## config.mk

```make
export PLATFORM = sky130hd
export DESIGN_NAME = usb_tx_line_encoder
export DESIGN_NICKNAME = d
export VERILOG_FILES = /design/src/rtl/usb_pkg.sv /design/src/rtl/usb_tx_bit_stuffer.sv /design/src/rtl/usb_tx_line_encoder.sv
export SDC_FILE = /design/constraint.sdc
export NUM_CORES = 1
export LEC_CHECK = 0
export CAP_MARGIN = 20
export CORE_ASPECT_RATIO = 0.75
export CORE_MARGIN = 5
export CORE_UTILIZATION = 50
export DETAILED_ROUTE_END_ITERATION = 10
export GPL_TIMING_DRIVEN = 0
export PLACE_DENSITY = 0.73
export SYNTH_ARGS = -nofsm -noshare
export SYNTH_HDL_FRONTEND = slang
export SYNTH_HIERARCHICAL = 1
export SYNTH_SLANG_ARGS = --single-unit
```

## constraint.sdc

```tcl
create_clock -name clk -period 2.4 [get_ports clk]
set_input_delay 0.24 -clock clk [delete_from_list [all_inputs] [get_ports clk]]
set_output_delay 0.24 -clock clk [all_outputs]
set_load 0.005 [all_outputs]
```

## src/rtl/usb_pkg.sv

```systemverilog
`default_nettype none
// ============================================================================
//  Module      : usb_pkg
//  Description : Shared USB line-state constants, TX state enum and
//                bit-stuffing threshold for the PHY encoder/decoder pair.
//  Revision    : 1.0 - initial release
// ============================================================================
package usb_pkg;

    localparam logic [1:0] c_LS_SE0     = 2'b00;
    localparam logic [1:0] c_LS_J       = 2'b01;
    localparam logic [1:0] c_LS_K       = 2'b10;
    localparam logic [1:0] c_LS_ILLEGAL = 2'b11;

    localparam logic [2:0] c_STUFF_THRESH = 3'd6;

    typedef enum logic [2:0] {
        TX_IDLE    = 3'd0,
        TX_SYNC    = 3'd1,
        TX_DATA    = 3'd2,
        TX_EOP_SE0 = 3'd3,
        TX_EOP_J   = 3'd4
    } tx_state_t;

endpackage
`default_nettype wire

```

## src/rtl/usb_tx_bit_stuffer.sv

```systemverilog
`default_nettype none
// ============================================================================
//  Module      : usb_tx_bit_stuffer
//  Description : Consecutive-ones counter, stuff request and NRZI level
//                register; advances once per transmitted bit period.
//  Revision    : 1.0 - initial release
// ============================================================================
module usb_tx_bit_stuffer
    import usb_pkg::*;
(
    input  logic clk,
    input  logic rst_n,
    input  logic clear,
    input  logic step,
    input  logic bit_in,
    output logic stuff_req,
    output logic level
);

    logic [2:0] r_ones;
    logic       r_level;

    // r_level = 1 means the line currently rests at J
    always_ff @(posedge clk) begin
        if (!rst_n || clear) begin
            r_ones  <= 3'd0;
            r_level <= 1'b1;
        end else if (step) begin
            r_level <= bit_in ? r_level : ~r_level;
            r_ones  <= bit_in ? (r_ones + 3'd1) : 3'd0;
        end
    end

    assign stuff_req = (r_ones == c_STUFF_THRESH);
    assign level     = r_level;

endmodule
`default_nettype wire

```

## src/rtl/usb_tx_line_encoder.sv

```systemverilog
`default_nettype none
// ============================================================================
//  Module      : usb_tx_line_encoder
//  Description : Full-speed USB transmit line encoder: SYNC, LSB-first
//                serialisation, bit stuffing, NRZI and EOP on D+/D-.
//                Define USB_TX_LS_EN for low-speed pin polarity.
//  Revision    : 1.0 - initial release
// ============================================================================
module usb_tx_line_encoder
    import usb_pkg::*;
#(
    parameter int CLKS_PER_BIT = 4
) (
    input  logic       clk,
    input  logic       rst_n,
    input  logic       tx_valid,
    input  logic [7:0] tx_data,
    output logic       tx_ready,
    output logic       tx_active,
    output logic       usb_dp_o,
    output logic       usb_dn_o,
    output logic       usb_oe,
    output logic [1:0] tx_line_state
);

    localparam int c_TIMER_W = (CLKS_PER_BIT > 2) ? $clog2(CLKS_PER_BIT) : 1;
    localparam logic [c_TIMER_W-1:0] c_TIMER_LAST = c_TIMER_W'(CLKS_PER_BIT - 1);

`ifdef USB_TX_LS_EN
    localparam logic c_LOW_SPEED = 1'b1;
`else
    localparam logic c_LOW_SPEED = 1'b0;
`endif

    function automatic logic f_dp(input logic [1:0] ls);
        return c_LOW_SPEED ? (ls == c_LS_K) : (ls == c_LS_J);
    endfunction

    function automatic logic f_dn(input logic [1:0] ls);
        return c_LOW_SPEED ? (ls == c_LS_J) : (ls == c_LS_K);
    endfunction

    tx_state_t              r_state;
    logic [c_TIMER_W-1:0]   r_timer;
    logic [2:0]             r_bit_cnt;
    logic [6:0]             r_shift;
    logic [1:0]             r_line_state;
    logic                   r_dp;
    logic                   r_dn;
    logic                   r_oe;
    logic                   r_active;
    logic                   r_holdoff;

    tx_state_t              w_state_nxt;
    logic                   w_last;
    logic                   w_empty;
    logic                   w_step;
    logic                   w_bit;
    logic                   w_clear;
    logic [2:0]             w_bit_cnt_nxt;
    logic [6:0]             w_shift_nxt;
    logic [1:0]             w_ls_nxt;
    logic                   w_stuff_req;
    logic                   w_level;

    usb_tx_bit_stuffer u_stuffer (
        .clk       (clk),
        .rst_n     (rst_n),
        .clear     (w_clear),
        .step      (w_step),
        .bit_in    (w_bit),
        .stuff_req (w_stuff_req),
        .level     (w_level)
    );

    assign w_last = (r_timer == c_TIMER_LAST);

    // Shift register empties after the last SYNC bit or the 8th data bit,
    // unless a stuff bit is still owed for that data bit.
    assign w_empty = w_last && (r_bit_cnt == 3'd7) &&
                     ((r_state == TX_SYNC) || ((r_state == TX_DATA) && !w_stuff_req));

    assign tx_ready = w_empty && tx_valid;

    always_comb begin
        w_state_nxt   = r_state;
        w_step        = 1'b0;
        w_bit         = 1'b0;
        w_clear       = 1'b0;
        w_bit_cnt_nxt = r_bit_cnt;
        w_shift_nxt   = r_shift;
        w_ls_nxt      = r_line_state;

        case (r_state)
            TX_IDLE: begin
                if (tx_valid && !r_holdoff) begin
                    w_state_nxt   = TX_SYNC;
                    w_step        = 1'b1;
                    w_bit_cnt_nxt = 3'd0;
                end
            end
            TX_SYNC: begin
                if (w_last && !w_empty) begin
                    w_step        = 1'b1;
                    w_bit         = (r_bit_cnt == 3'd6);
                    w_bit_cnt_nxt = r_bit_cnt + 3'd1;
                end
            end
            TX_DATA: begin
                if (w_last && !w_empty) begin
                    w_step = 1'b1;
                    if (!w_stuff_req) begin
                        w_bit         = r_shift[0];
                        w_shift_nxt   = {1'b0, r_shift[6:1]};
                        w_bit_cnt_nxt = r_bit_cnt + 3'd1;
                    end
                end
            end
            TX_EOP_SE0: begin
                if (w_last) begin
                    if (r_bit_cnt == 3'd0) begin
                        w_bit_cnt_nxt = 3'd1;
                    end else begin
                        w_state_nxt = TX_EOP_J;
                        w_ls_nxt    = c_LS_J;
                    end
                end
            end
            TX_EOP_J: begin
                if (w_last) begin
                    w_state_nxt = TX_IDLE;
                    w_ls_nxt    = c_LS_J;
                end
            end
            default: begin
                w_state_nxt = TX_IDLE;
                w_ls_nxt    = c_LS_J;
            end
        endcase

        if (w_empty) begin
            w_bit_cnt_nxt = 3'd0;
            if (tx_valid) begin
                w_state_nxt = TX_DATA;
                w_step      = 1'b1;
                w_bit       = tx_data[0];
                w_shift_nxt = tx_data[7:1];
            end else begin
                w_state_nxt = TX_EOP_SE0;
                w_clear     = 1'b1;
                w_ls_nxt    = c_LS_SE0;
            end
        end

        // NRZI: a 0 toggles the current level, a 1 holds it
        if (w_step) begin
            w_ls_nxt = (w_bit ? w_level : ~w_level) ? c_LS_J : c_LS_K;
        end
    end

    always_ff @(posedge clk) begin
        if (!rst_n) begin
            r_state      <= TX_IDLE;
            r_timer      <= '0;
            r_bit_cnt    <= 3'd0;
            r_shift      <= 7'd0;
            r_line_state <= c_LS_J;
            r_dp         <= f_dp(c_LS_J);
            r_dn         <= f_dn(c_LS_J);
            r_oe         <= 1'b0;
            r_active     <= 1'b0;
            r_holdoff    <= 1'b0;
        end else begin
            r_state      <= w_state_nxt;
            r_timer      <= ((r_state == TX_IDLE) || w_last) ? '0 : (r_timer + c_TIMER_W'(1));
            r_bit_cnt    <= w_bit_cnt_nxt;
            r_shift      <= w_shift_nxt;
            r_line_state <= w_ls_nxt;
            r_dp         <= f_dp(w_ls_nxt);
            r_dn         <= f_dn(w_ls_nxt);
            r_oe         <= (w_state_nxt != TX_IDLE);
            r_active     <= (w_state_nxt != TX_IDLE);
            r_holdoff    <= (r_state == TX_EOP_J) && w_last;
        end
    end

    assign tx_active     = r_active;
    assign usb_dp_o      = r_dp;
    assign usb_dn_o      = r_dn;
    assign usb_oe        = r_oe;
    assign tx_line_state = r_line_state;

endmodule
`default_nettype wire
```

# [Word level (Yosys, flattened, before mapping)]
# Cells that the tools add are included.
[classes] shift=0 magnitude_cmp=0 bitwise=2 div_mod_pow=0 n_mux=42 mul=0 n_reduce_logical=23 addsub=3 n_eq_ne=16
[op_table] op="3-bit 2-to-1 mux" n=12
[op_table] op="7-bit 2-to-1 mux" n=5
[op_table] op="3-bit case mux with 4 select lines" n=2
[op_table] op="2-bit 2-to-1 mux" n=7
[op_table] op="1-bit 2-to-1 mux" n=13
[op_table] op="3-bit == test (second input constant)" n=4
[op_table] op="2-bit inequality test (second input constant)" n=4
[op_table] op="1-bit logical AND" n=7
[op_table] op="7-bit AND reduction" n=1
[op_table] op="3-bit by 1-bit adder with 3-bit output (second input constant)" n=2
[op_table] op="3-bit by 2-bit == test with 1-bit output (second input constant)" n=2
[op_table] op="3-bit logical NOT" n=2
[op_table] op="2-bit case mux with 3 select lines" n=1
[op_table] op="2-bit OR reduction" n=3
[op_table] op="2-bit == test (second input constant)" n=2
[op_table] op="1-bit logical NOT" n=4
[op_table] op="2-bit by 1-bit inequality test with 1-bit output (second input constant)" n=2
[op_table] op="1-bit case mux with 2 select lines" n=2
[op_table] op="4-bit nonzero test" n=1
[op_table] op="3-bit by 1-bit == test with 1-bit output (second input constant)" n=1
[op_table] op="1-bit logical OR" n=3
[op_table] op="3-bit nonzero test" n=1
[op_table] op="3-bit OR reduction" n=1
[op_table] op="2-bit by 1-bit adder with 2-bit output (second input constant)" n=1
[op_table] op="other kinds (2)" n=3
[totals] input_bits=11 ram_bits=0 mem_bits_ro=0 latchBits=0 out_inout_bits=7 register_bits=25 mem_count=0

# [Logic depth before layout (Yosys ltp)]
# Gate-level depths: netlist of the first run.
[depth] ltp_word=15 ltp_mapped=11 mapped_depth_nobuf=11

# [Hierarchy]
# The synthesis of the first run kept the hierarchy.
[modules_own_cells] module="usb_tx_line_encoder" seq_area_each_um2=420.4 cells_per_inst=138 instances=1 area_each_um2=1209.9
[modules_own_cells] module="usb_tx_bit_stuffer" seq_area_each_um2=80.1 cells_per_inst=22 instances=1 area_each_um2=205.2

# [Worst setup path before layout of the first run]
# Ideal clock, no wire load.
[synth_timing] path_kind="register to register" start="reg u_stuffer.r_ones[0]" end="reg u_stuffer.r_level (netlist: u_stuffer/level)" t_arrival_ns=2.076 setup_ns=0.062 path_slack_ns=0.261 stages_incl_launch_ff=11 cell_sequence="dfxtp_1 > inv_1 > ha_1 > and2_1 > or3b_4 > a21oi_4 > nand2_4 > nand2_1 > inv_2 > or3_1 > nand3b_1"
[synth_via] elab_cells_between_ends=20
[synth_lines] item="start: declaration" line_no="usb_tx_bit_stuffer.sv:20" rtl="logic [2:0] r_ones;"
[synth_lines] item="start signal: assignment" line_no="usb_tx_bit_stuffer.sv:30" rtl="r_ones <= bit_in ? (r_ones + 3'd1) : 3'd0;"
[synth_lines] item="3-bit == test (*)" line_no="usb_tx_bit_stuffer.sv:34" rtl="assign stuff_req = (r_ones == c_STUFF_THRESH);"
[synth_lines] item="via w_stuff_req" line_no="usb_tx_line_encoder.sv:63" rtl="logic w_stuff_req;"
[synth_lines] item="1-bit logical NOT (*)"
[synth_lines] item="1-bit logical AND (*)" line_no="usb_tx_line_encoder.sv:81" rtl="((r_state == TX_SYNC) || ((r_state == TX_DATA) && !w_stuff_req));"
[synth_lines] item="1-bit logical OR (*)" line_no="usb_tx_line_encoder.sv:81"
[synth_lines] item="1-bit logical AND (*)" line_no="usb_tx_line_encoder.sv:80" rtl="assign w_empty = w_last && (r_bit_cnt == 3'd7) &&"
[synth_lines] item="1-bit logical NOT" line_no="usb_tx_line_encoder.sv:103, usb_tx_line_encoder.sv:110"
[synth_lines] item="1-bit logical AND" line_no="usb_tx_line_encoder.sv:103, usb_tx_line_encoder.sv:110"
[synth_lines] item="1-bit 2-to-1 mux" line_no="usb_tx_line_encoder.sv:103, usb_tx_line_encoder.sv:110"
[synth_lines] item="1-bit case mux with 2 select lines" line_no="usb_tx_line_encoder.sv:94" rtl="case (r_state)"
[synth_lines] item="1-bit 2-to-1 mux" line_no="usb_tx_line_encoder.sv:143" rtl="if (tx_valid) begin"
[synth_lines] item="1-bit 2-to-1 mux (*)" line_no="usb_tx_line_encoder.sv:141" rtl="if (w_empty) begin"
[synth_lines] item="via w_step" line_no="usb_tx_line_encoder.sv:57" rtl="logic w_step;"
[synth_lines] item="end signal: assignment" line_no="usb_tx_bit_stuffer.sv:29" rtl="r_level <= bit_in ? r_level : ~r_level;"
[synth_lines] item="end: declaration" line_no="usb_tx_bit_stuffer.sv:21" rtl="logic r_level;"
# Mark *: on every way through the listed nets, which the timed path passes. The rest lies on a longest branch.
# A chain may end at the register's enable or synchronous reset.

# [Worst setup path after layout of the first run]
# Ends and elaborated chain as after synthesis.

==> metrics.txt, run 1 <==
ys flop type=dfxtp_1; share of layout cells above drive strength 1=11.5%; drt wl/cell=13.2 um; die area=4010 sq um; via count=1214; max frequency=450 MHz; fillcell total=232; vias in the first global route=1103; CTS tree=done; Vias per Instance=5.54; Worst Setup Path Type=reg2reg; Hold Buf Count CTS=0; endpoint class of the critical path=flop; Cells after Synth=160; Non-Filler Instances=219; Setup crit start kind=flop; Max Root-Sink Buffers=2; post-route setup TNS=0 ps; max incr delay on CP=380 ps; Layout Nets=202; PnR worst setup slack=176 ps; Crit-path slowest cell=or3b_4; drt drc=0; initial antenna violation count=0; CTS buffer count=3; Final GP Congestion=0.848; I/O Buffers=17; initial core utilization=53.1%; largest net degree at the start of global routing=14; gr usage total=15.6%; ys async rst share=0%; Power per Cell Area=459 nW/um^2; hold path start=r_timer[0]$_SDFF_PP0_; max_cap viols=0; worst slew pin tran=529 ps; post-synthesis register bit count=25; Synth cell types=47; final worst path period need=2220 ps; Post-synth EDFFs=0; final setup vio count=0; syn_nets=178; placed cell count=213; Peak VDD IR=0.000433 V; core area=2660 sq um; CP startpoint=u_stuffer/r_ones[0]$_SDFFE_PP0P_; register area share after synthesis=35.4%; H-Tree Depth=1; Worst Path Required=2610 ps; Synth warnings=6; Syn Area/Cell=8.84 sq um; Post-DP HPWL=2200 um; # rows=16; period utilisation layout=92.7%; cell area after synthesis=1420 sq um; Top Ports=18; leak pwr=0.780 nW; Area Overhead vs Synth=20.2%; later-pin clock latency in the skew report=260 ps; Fin. Hold Viols=0; Die Wd=71.4 um; crit path cell chain=inv_1, ha_1, and2_4, or3b_4, a21oi_4, nand2_4, buf_4, nand2_2, inv_2, or3_1, nand3b_1; CTS clock-pin slew for the worst setup and hold paths=80 ps; n_diodes=0; pre-CTS setup slack=40.8 ps; clk_skew=2.49 ps; Arr. time, crit path=2440 ps; worst min path class=reg2reg; fin. max-slew vios=0; crit path max fanout=6; First DRT Iteration DRCs=63; RSZ-0062 raised after global routing=no; CTS Sinks=25; status=finished clean; Antenna Nets Post-Route=0; height of the die=56.1 um; Post-Route WL=2900 um; grt total ovfl=0; reg-to-reg startpoint=u_stuffer/r_ones[0]$_SDFFE_PP0P_; headroom to the max-slew limit=64.7%; TritonRoute pass-1 iters=5; Root Buffer=clkbuf_8; first-pass GRT wire length=5090 um
cell usage after synthesis, drive strengths merged, types with 2 or more instances:
cell type	n	area, sq um
or3	2	12.5
buf	3	30.0
ha	7	87.6
or3b	2	20.0
nand3b	3	22.5
a21oi	6	41.3
a22oi	2	15.0
mux2i	8	80.1
a21o	3	22.5
o21a	3	22.5
nor3	2	10.0
a21boi	2	15.0
o211a	6	60.1
nand2	21	86.3
xnor2	2	17.5
nor2	10	37.5
inv	6	22.5
nand3	5	25.0
and2	4	25.0
clkbuf	5	18.8
nor2b	3	18.8
nand2b	7	43.8
o21ai	5	25.0
dfxtp	25	500
worst max-delay path: cells and delay by family (launching register included):
family	cells	cell delay, ps
buffers and inverters	3	280
flip-flops	1	330
AND/OR/NAND/NOR	6	1200
AO/OA/AOI/OAI	1	160
adder cells (fa/ha/maj)	1	190
power by group:
| group | switching [W] | internal, W |
|---|---|---|
| registers | 0.00000651 | 0.000427 |
| logic | 0.0000479 | 0.0000582 |
| clock network | 0.000123 | 0.000119 |
| total | 0.000177 | 0.000604 |
per-layer routing:
| layer | up-vias | global-route usage, % | wire, um |
|---|---|---|---|
| met3 | 4 | 4.51 | 205 |
| met4 | 0 | 3.22 | 15 |
| li1 | 607 | - | - |
| met5 | - | 0 | 0 |
| met2 | 42 | 24.7 | 1270 |
| met1 | 561 | 20.9 | 1400 |
flip-flops by register name, indices dropped and copies added, names as in the netlist:
signal,flops
r_shift,7
r_bit_cnt,3
r_state,3
u_stuffer/r_ones,3
r_timer,2
tx_line_state,2
r_holdoff,1
tx_active,1
u_stuffer/level,1
usb_dn_o,1
usb_dp_o,1
worst paths after layout:
check / endpoint / slack [ps] / cells past startpoint
setup / recovery: u_stuffer/level$_SDFFE_PP1P_ / 180 / 11
hold / removal: r_timer[0]$_SDFF_PP0_ / 430 / 1
setup reg to reg: u_stuffer/level$_SDFFE_PP1P_ / 180 / 11
hold reg to reg: r_timer[0]$_SDFF_PP0_ / 430 / 1
repair_timing:
item / 4_1_cts / 5_1_grt
gates resized for setup: 4 / 2
hold endpoints to repair: 0 / 0
pin swaps: 1 / 0
setup buffers: 2 / 0
setup endpoints to repair: 1 / 2
stage by stage:
step           util, %  cell area, sq um  power (W)  hold WS (ps)
2_1_floorplan        -              1420   0.000500           362
3_3_place_gp      61.2              1630   0.000546           415
3_5_place_dp      61.2              1630   0.000548           422
4_1_cts           63.6              1690   0.000795           434
5_1_grt           63.9              1700   0.000822           452
6_report          63.9              1700   0.000781           429
cells by family (layout without fill, tap and decap cells):
| group | Yosys count | after routing | synth area share [%] |
|---|---|---|---|
| buf+inv | 15 | 38 | 5.66 |
| mux | 9 | 9 | 6.45 |
| flops | 25 | 25 | 35.4 |
| simple gates | 68 | 68 | 26.3 |
| xor+xnor | 2 | 2 | 1.24 |
| compound gates | 34 | 34 | 18.8 |
| fa+ha+maj | 7 | 7 | 6.19 |
cells in the final DEF (no fill, tap or decap), types with 2 or more instances in the layout:
cell,netlist,routed
ha_1,7,7
nor2_1,10,10
xnor2_1,2,2
buf_4,1,3
and2_1,4,3
inv_1,5,5
nand2b_1,7,7
nor3_1,2,2
clkbuf_8,0,3
o21ai_0,5,5
a21oi_1,5,5
o21a_1,3,3
nand3_1,5,5
nand3b_1,3,3
buf_6,2,2
mux2i_1,8,8
dfxtp_1,25,24
nor2b_1,3,3
a21boi_0,2,2
clkdlybuf4s50_1,0,16
nand2_1,20,19
o211a_1,6,6
or3_1,2,2
a21o_1,3,3
clkbuf_1,5,6
a22oi_1,2,2
layout make-up:
class / count / area (sq um) / share of cell area, %
clock buffers: 4 / 45.0 / 2.65
multi-input cells: 120 / 846 / 49.7
flip-flops and latches: 25 / 502 / 29.5
inverters: 7 / 31.3 / 1.84
well taps: 36 / 45.0 / 2.65
repair buffers: 19 / 184 / 10.8
plain buffers: 8 / 48.8 / 2.87
(Power assumes the default switching activity.)
==> run 2: changes to the inputs <==
--- a/config.mk
+++ b/config.mk
@@ -8,10 +8,10 @@
 export CAP_MARGIN = 20
 export CORE_ASPECT_RATIO = 0.75
 export CORE_MARGIN = 5
-export CORE_UTILIZATION = 50
+export CORE_UTILIZATION = 54
 export DETAILED_ROUTE_END_ITERATION = 10
 export GPL_TIMING_DRIVEN = 0
-export PLACE_DENSITY = 0.73
+export PLACE_DENSITY = 0.78
 export SYNTH_ARGS = -nofsm -noshare
 export SYNTH_HDL_FRONTEND = slang
 export SYNTH_HIERARCHICAL = 1
==> run 2 against run 1 <==
Sequential cell count is the same. Sequential share of layout area grew 0.17 points. Routed wire length grew 5.3%. Sequential power is essentially flat. Combinational power is essentially flat. First-iteration DRC count grew 48%. Global-route usage grew 1.6 points. Cell count grew 0.46%. Non-clock buffer count grew 1. Hold slack gained 14 ps. Largest power group unchanged.
==> metrics.txt, run 2 (same netlist as run 1, synthesis figures left out) <==
height of the die=54.3 um (-3.1%); Area Overhead vs Synth=19.5%; headroom to the max-slew limit=65.6% (+0.86 points); worst slew pin tran=516 ps (-12.8 ps); clk_skew=2.74 ps (+0.251 ps); Layout Nets=203 (+0.50%); R2R Path End=u_stuffer/level$_SDFFE_PP1P_; leak pwr=0.780 nW (about the same); initial antenna violation count=0 (unchanged); Fin. Hold Viols=0 (unchanged); largest net degree at the start of global routing=15 (+1); Largest register FFs=7 (unchanged); CTS clock-pin slew for the worst setup and hold paths=140 ps (+60 ps); Post-DP HPWL=2260 um (+2.8%); Arr. time, crit path=2560 ps (+120 ps); Die Wd=69.1 um (-3.2%); CTS tree=done; fin area=1690 sq um (-0.59%); Worst Path Required=2680 ps (+70 ps); Worst Setup Path Type=reg2reg; Top Ports=18 (unchanged); placement-stage cell area=1630 sq um (unchanged); Setup crit end=u_stuffer/level$_SDFFE_PP1P_; Setup crit start kind=flop; Root Buffer=clkbuf_4; worst min path class=reg2reg; Peak VDD IR=0.000371 V (-14%); fillcell total=228 (-1.7%); RSZ-0062 raised after global routing=no; R2R setup slack=120 ps (-60 ps); Antenna Nets Post-Route=0 (unchanged); endpoint class of the critical path=flop; I/O Buffers=17 (unchanged); via count=1220 (+0.49%); Hold Buf Count CTS=0 (unchanged); CP startpoint=u_stuffer/r_ones[0]$_SDFFE_PP0P_; post-route setup TNS=0 ps (unchanged); commonest non-fill, non-tap cell in the layout=dfxtp_1; n_diodes=0 (unchanged); First DRT Iteration DRCs=93 (+48%); final worst path period need=2280 ps (+58.6 ps); initial core utilization=55.2% (+2.1 points); fin. max-slew vios=0 (unchanged); max_cap viols=0 (unchanged); # rows=16 (unchanged); crit path max fanout=6 (unchanged); Post-Route WL=3050 um (+5.3%); Final GP Congestion=0.840 (-0.98%); later-pin clock latency in the skew report=330 ps (+70 ps); Hold Crit Depth=1 (unchanged); max frequency=438 MHz (-2.6%); grt total ovfl=0 (unchanged); Max Root-Sink Buffers=2 (unchanged); Biggest register=r_shift; CTS Sinks=25 (unchanged); commonest non-fill, non-tap cells in the layout=dfxtp_1 (24), nand2_1 (19), clkdlybuf4s50_1 (16), nor2_1 (10), mux2i_1 (8); CTS buffer count=3 (unchanged); first-pass GRT wire length=5140 um (+0.94%); share of layout cells above drive strength 1=12.5% (+1.0 points); drt drc=0 (unchanged); gr usage total=17.2% (+1.6 points); reg2reg path depth=11 (unchanged); core area=2560 sq um (-3.8%); status=finished clean; vias in the first global route=1152 (+4.4%); drt wl/cell=13.9 um (+4.8%); Power per Cell Area=434 nW/um^2 (-5.4%); TritonRoute pass-1 iters=4 (-1); Vias per Instance=5.55 (about the same); reg-to-reg startpoint=u_stuffer/r_ones[0]$_SDFFE_PP0P_; H-Tree Depth=1 (unchanged); final setup vio count=0 (unchanged); period utilisation layout=95.1% (+2.4 points); die area=3760 sq um (-6.2%)
## run 2: layer usage
layer	track usage, %	wire, um	share of wire, %	vias to the layer above
met5	0	0	0	-
met1	20.8	1410	46	567
met3	5.69	215	7.1	5
met4	3.57	31	1.0	0
met2	30.5	1400	46	41
li1	-	-	-	607
## run 2: worst max-delay path: stages (launching register included)
cell and delay (ps):
dfxtp_2 360, inv_1 60, ha_1 200, and2_4 180, or3b_4 380, a21oi_4 160
nand2_4 80, buf_4 170, nand2_2 130, inv_2 70, or3_1 360, nand3b_1 80
## run 2: area by class of cell
cell class	count	area (sq um)	area share, %
multi-input combinational	120	846	50.0
sequential	25	502	29.7
timing repair buffer	20	191	11.3
buffer	8	48.8	2.88
tap	36	45.0	2.66
inverter	7	31.3	1.85
clock buffer	3	22.5	1.33
clock inverter	1	5.00	0.296
## run 2: worst min path at each step
stage	startpoint	slack, ps	end
5_1_grt	r_timer[0]$_SDFF_PP0_	460	r_timer[0]$_SDFF_PP0_
3_3_place_gp	r_timer[0]$_SDFF_PP0_	420	r_timer[0]$_SDFF_PP0_
3_5_place_dp	r_timer[0]$_SDFF_PP0_	430	r_timer[0]$_SDFF_PP0_
2_1_floorplan	rst_n	360	tx_line_state[1]$_SDFF_PN0_
6_report	r_timer[0]$_SDFF_PP0_	440	r_timer[0]$_SDFF_PP0_
4_1_cts	r_timer[0]$_SDFF_PP0_	440	r_timer[0]$_SDFF_PP0_
## run 2: power breakdown
group | internal (W) | switching [W] | total (W)
logic | 0.0000579 | 0.0000480 | 0.000106
clock network | 0.0000627 | 0.000130 | 0.000193
registers | 0.000428 | 0.00000765 | 0.000435
## run 2: metrics by stage
step / worst slack [ps] / cells / util [%] / hold slack, ps / power (W)
global route: 14.2 / 220 / 66.0 / 461 / 0.000770
floorplan: 261 / 160 / - / 362 / 0.000500
global placement: 70.5 / 213 / 63.6 / 416 / 0.000545
CTS: 34.6 / 220 / 65.7 / 444 / 0.000739
finish: 118 / 220 / 66.0 / 443 / 0.000734
detailed placement: 38.6 / 213 / 63.6 / 425 / 0.000549
## run 2: timing repair
action	CTS	global route
endpoints found under the hold margin	0	0
setup endpoints to repair	2	2
setup buffers	3	0
pin swaps	1	0
gates resized for setup	4	2
